[config.mk]
export PLATFORM = sky130hd
export DESIGN_NAME = rr_grant_fsm
export DESIGN_NICKNAME = d
export VERILOG_FILES = /design/src/rtl/rr_grant_fsm.sv
export SDC_FILE = /design/constraint.sdc
export NUM_CORES = 1
export LEC_CHECK = 0
export CORE_MARGIN = 1
export CORE_UTILIZATION = 45
export DETAILED_ROUTE_END_ITERATION = 16
export PLACE_DENSITY = 0.75
export SLEW_MARGIN = 20
export SYNTH_ARGS = -nofsm -noshare
export SYNTH_HDL_FRONTEND = slang
export SYNTH_SLANG_ARGS = --single-unit
[constraint.sdc]
create_clock -name clk -period 1.7 [get_ports clk]
set_input_delay 0.255 -clock clk [delete_from_list [all_inputs] [get_ports clk]]
set_output_delay 0.255 -clock clk [all_outputs]
set_load 0.02 [all_outputs]
[src/rtl/rr_grant_fsm.sv]
// ---------------------------------------------------------------------------
// rr_grant_fsm
//   Round-robin arbiter FSM sharing one downstream resource among N_REQ
//   requesters. One owner at a time, hold limit with preemption, and a
//   RELEASE + IDLE gap between owners. State encoding and owner index are
//   exported so external FSM properties can bind to them.
//
// Ports
//   clk      in   1       rising-edge clock
//   rst      in   1       asynchronous active-high reset
//   req      in   N_REQ   request vector, bit i = requester i wants the resource
//   gnt      out  N_REQ   one-hot grant, zero when no grant
//   owner    out  OW      index of current or most recent grantee
//   busy     out  1       high while in GRANT
//   preempt  out  1       one-cycle pulse in RELEASE after a hold-limit expiry
//   state    out  2       IDLE=00, GRANT=01, RELEASE=10 (11 unused)
// ---------------------------------------------------------------------------
module rr_grant_fsm #(
  parameter int N_REQ    = 4,
  parameter int MAX_HOLD = 8,
  localparam int OW      = (N_REQ > 1) ? $clog2(N_REQ) : 1
) (
  input  logic             clk,
  input  logic             rst,
  input  logic [N_REQ-1:0] req,
  output logic [N_REQ-1:0] gnt,
  output logic [OW-1:0]    owner,
  output logic             busy,
  output logic             preempt,
  output logic [1:0]       state
);

  localparam int HW = (MAX_HOLD > 1) ? $clog2(MAX_HOLD) : 1;
  localparam logic [HW-1:0] HOLD_LAST = HW'(MAX_HOLD - 1);
  localparam logic [OW-1:0] PTR_RST   = OW'(N_REQ - 1);

  typedef enum logic [1:0] {
    ST_IDLE    = 2'b00,
    ST_GRANT   = 2'b01,
    ST_RELEASE = 2'b10,
    ST_UNUSED  = 2'b11
  } state_e;

  state_e          state_q,    state_d;
  logic [OW-1:0]   owner_q,    owner_d;
  logic [OW-1:0]   last_ptr_q, last_ptr_d;
  logic [HW-1:0]   hold_cnt_q, hold_cnt_d;
  logic            preempt_q,  preempt_d;

  // Search last+1, last+2, ... wrapping, with last itself as final candidate,
  // so a lone persistent requester is regranted after its own release.
  function automatic logic [OW-1:0] rr_pick(input logic [N_REQ-1:0] r,
                                            input logic [OW-1:0]    last);
    logic          found;
    logic [OW-1:0] idx;
    int            tmp;
    rr_pick = last;
    found   = 1'b0;
    for (int i = 1; i <= N_REQ; i++) begin
      tmp = (int'(last) + i) % N_REQ;
      idx = OW'(tmp);
      if (!found && r[idx]) begin
        rr_pick = idx;
        found   = 1'b1;
      end
    end
  endfunction

  // State register
  always_ff @(posedge clk or posedge rst) begin
    if (rst) begin
      state_q    <= ST_IDLE;
      owner_q    <= '0;
      last_ptr_q <= PTR_RST;
      hold_cnt_q <= '0;
      preempt_q  <= 1'b0;
    end else begin
      state_q    <= state_d;
      owner_q    <= owner_d;
      last_ptr_q <= last_ptr_d;
      hold_cnt_q <= hold_cnt_d;
      preempt_q  <= preempt_d;
    end
  end

  // Next-state logic
  always_comb begin
    state_d    = state_q;
    owner_d    = owner_q;
    last_ptr_d = last_ptr_q;
    hold_cnt_d = hold_cnt_q;
    preempt_d  = preempt_q;
    case (state_q)
      ST_IDLE: begin
        preempt_d = 1'b0;
        if (|req) begin
          owner_d    = rr_pick(req, last_ptr_q);
          hold_cnt_d = '0;
          state_d    = ST_GRANT;
        end
      end
      ST_GRANT: begin
        if (!req[owner_q]) begin
          state_d   = ST_RELEASE;
          preempt_d = 1'b0;
        end else if (hold_cnt_q == HOLD_LAST) begin
          state_d   = ST_RELEASE;
          preempt_d = 1'b1;
        end else begin
          hold_cnt_d = hold_cnt_q + HW'(1);
        end
      end
      ST_RELEASE: begin
        last_ptr_d = owner_q;
        preempt_d  = 1'b0;
        state_d    = ST_IDLE;
      end
      default: begin
        preempt_d = 1'b0;
        state_d   = ST_IDLE;
      end
    endcase
  end

  // Output decode from registered state only; gnt/busy fall with async reset
  always_comb begin
    gnt     = '0;
    busy    = 1'b0;
    owner   = owner_q;
    preempt = preempt_q;
    state   = state_q;
    if (state_q == ST_GRANT) begin
      gnt[owner_q] = 1'b1;
      busy         = 1'b1;
    end
  end

endmodule
==> results.md <==
* GRT Residual Overflow at 0
* Yosys warnings at 0
* CP bufs+invs at 1
* # IOs at 16
* Layout Nets at 94
* Worst-skew pair later-pin latency at 260 ps
* Number of synthesized flops with an enable pin at 0
* Main combinational cell family by area after synthesis: compound AO/OA/AOI/OAI gates
* GPL Wtd Cong at 0.927
* CTS HTree Levels at 1
* Internal power at 0.000854 W
* CP required at 1440 ps
* Unique masters post-synth at 31
* Area Growth Syn to Fin at 40.5%
* Outcome: complete, no violations
* Post-Route WL at 1.21 mm
* Initial Util at 0.515
* DRC violation count after routing at 0
* Setup TNS at 0 ps
* Net Count, Synth at 65
* Placed Area at 838 um^2
* Setup Skew at 12.8 ps
* Psw at 0.000597 W
* Clock tree buffer depth at 2
* Final antenna-violating net count at 0
* Final Hold Viols at 0
* TritonCTS buffer count at 3
* Gate Count Post-Synth at 57
* Reg power frac at 0.323
* Cell Area, Synth at 603 um^2
* Post-Syn Area per Cell at 10.6 um^2
* Minimum period implied by the final worst setup slack at 1630 ps
* CP Max Fanout at 8
* Fmax at 0.614 GHz
* Die X-Extent at 38.6 um
* Static leakage at 0.412 nW
* Yosys top cell area share at 0.332
* Rows at 12
* Simple-gate share of the synthesized area at 0.183
* Sw frac at 0.412
* Crit end category: output pin
* Detailed Route Iter0 Violations at 18
* Share of cells above drive strength 1 at 0.259
* Final setup viols at 0
* Die area at 1490 um^2
* Design Area, Final at 847 um^2
* Clock power share at 0.111
* Vias per cell at 5.54
* Post-synth ARST share at 1.00
* Post-CTS Hold Fix Bufs at 0
* Largest area contributor in the netlist: dfrtp_1
* CTS tree: done
* Final setup margin at 72.5 ps
* Max-Cap Viols at 0
* Path type of the worst setup path: reg -> out
* Post-DP HPWL at 1.02 mm
* Comb power frac at 0.566
* Pre-CTS setup slack at -60.6 ps
* Count leader, synth: dfrtp_1
* First-pass GRT wire length at 2.01 mm
* Unrepaired setup endpoints after global routing: false
* Flops & latches, synth at 10
* Post-synthesis adder-cell area fraction at 0.0415
* Startpoint Class: flop
* Port-buffer cells at 15
* Register area share after synthesis at 0.419
* Fillers at 98
* Rel. slew slack at 0.763
* Worst Max-Slew Pin Slew at 355 ps
* Number of antenna diodes at 0
* Worst-path cell chain: clkdlybuf4s50_1
* Slowest cell on the critical path: clkdlybuf4s50_1
* DR pass1 iterations at 4
* Clock sink count at 10
* Max stage delay on crit path at 650 ps
* Chip Height at 38.6 um
* Via Count at 548
* Vias in the first global route at 478
* Worst EP arrival at 1370 ps
* GR Util All Layers at 0.201
* Hold Crit Class: in -> async
* Xor/xnor share of the synthesized area at 0
* Period utilization at 0.957
* Post-synth top cells: dfrtp_1 (8), inv_1 (6), nor2_1 (5)
* Dominant synthesized flop cell: dfrtp_1
* Largest net degree at the start of global routing at 11
* Core Region at 1170 um^2
* Pwr per Cell Area at 1710 nW/um^2
* Root buffer cell: clkbuf_4
* Top Family by Delay on Critical Path: buffers and inverters
* Post-synthesis mux area share at 0.127
* Slew Viols, Final at 0
* Reg clk slew, reported paths at 60 ps
* Avg WL per Cell at 12.2 um
* Compound-Gate Fraction of Synth Area at 0.183
* Ranking of synthesized cells by area: dfrtp_1 (33%), dfstp_2 (8.7%), mux2_1 (5.6%), ha_1 (4.1%), inv_1 (3.7%)
* Peak VDD IR at 1080 uV
* Initial antenna violation count at 0
## cells by family (layout without fill, tap and decap cells)
family,after synthesis,after routing
fa+ha+maj,2,2
compound gates,14,14
mux,6,6
flops,10,10
buf+inv,7,35
simple gates,18,18
## power groups by stage
stage	Combinational [W]	Clock [W]	Sequential (W)
3_3_place_gp	0.000853	0	0.000472
3_5_place_dp	0.000869	0	0.000471
5_1_grt	0.000899	0.000176	0.000486
6_report	0.000821	0.000161	0.000468
4_1_cts	0.000837	0.000166	0.000467
2_1_floorplan	0.000450	0	0.000507
## cell usage in the layout, fill, tap and decap left out, types with 2 or more instances in the layout
master	netlist	routed
a31o_1	2	2
buf_4	0	9
clkbuf_2	0	3
clkbuf_4	0	3
clkdlybuf4s50_1	0	10
dfrtp_1	8	8
dfstp_2	2	2
dlygate4sd2_1	0	2
ha_1	2	2
inv_1	6	6
mux2_1	3	3
mux2i_1	2	2
nand2b_1	2	2
nor2_1	5	5
nor2b_1	2	2
nor3b_1	3	3
## stage by stage
stage	power [W]	utilization	hold WS [ps]	instances
floorplan	0.000957	-	93.7	57
global placement	0.00132	0.716	483	95
detailed placement	0.00134	0.716	492	95
CTS	0.00147	0.733	257	99
global route	0.00156	0.723	297	99
finish	0.00145	0.723	252	99
## registers in the layout, summed over array words and instances, names as in the netlist
signal	count
hold_cnt_q	3
last_ptr_q	2
owner	2
preempt	1
state	2
## layer usage
| layer | wire length (um) | up-vias | part of all wire | track usage |
|---|---|---|---|---|
| li1 | - | 270 | - | - |
| met1 | 533 | 250 | 0.44 | 0.255 |
| met2 | 577 | 28 | 0.48 | 0.338 |
| met3 | 96 | 0 | 0.080 | 0.0694 |
| met4 | 0 | 0 | 0 | 0.0259 |
| met5 | 0 | - | 0 | 0 |
## path summary, 6_finish.rpt
path	startpoint	end	slack [ps]	cells past startpoint
setup / recovery	owner[0]	owner[0]	70	1
hold / removal	rst	hold_cnt_q[2]	250	2
setup reg to reg	owner[0]	hold_cnt_q[1]	160	4
hold reg to reg	hold_cnt_q[0]	hold_cnt_q[0]	500	1
min in group clk	hold_cnt_q[0]	hold_cnt_q[0]	500	1
max in group asynchronous	rst	last_ptr_q[0]	1130	2
## cell type report
| cell class | count | area, um^2 | area share |
|---|---|---|---|
| Sequential cell | 10 | 253 | 0.298 |
| Multi-Input combinational cell | 40 | 322 | 0.380 |
| Inverter | 7 | 28.8 | 0.0340 |
| Timing Repair Buffer | 24 | 200 | 0.236 |
| Clock buffer | 4 | 26.3 | 0.0310 |
| Tap cell | 14 | 17.5 | 0.0207 |
## repair_timing
item	in CTS	in global routing
setup endpoints to repair	5	3
gates resized for setup	5	7
buffers inserted	0	0
(Power assumes the default switching activity.)
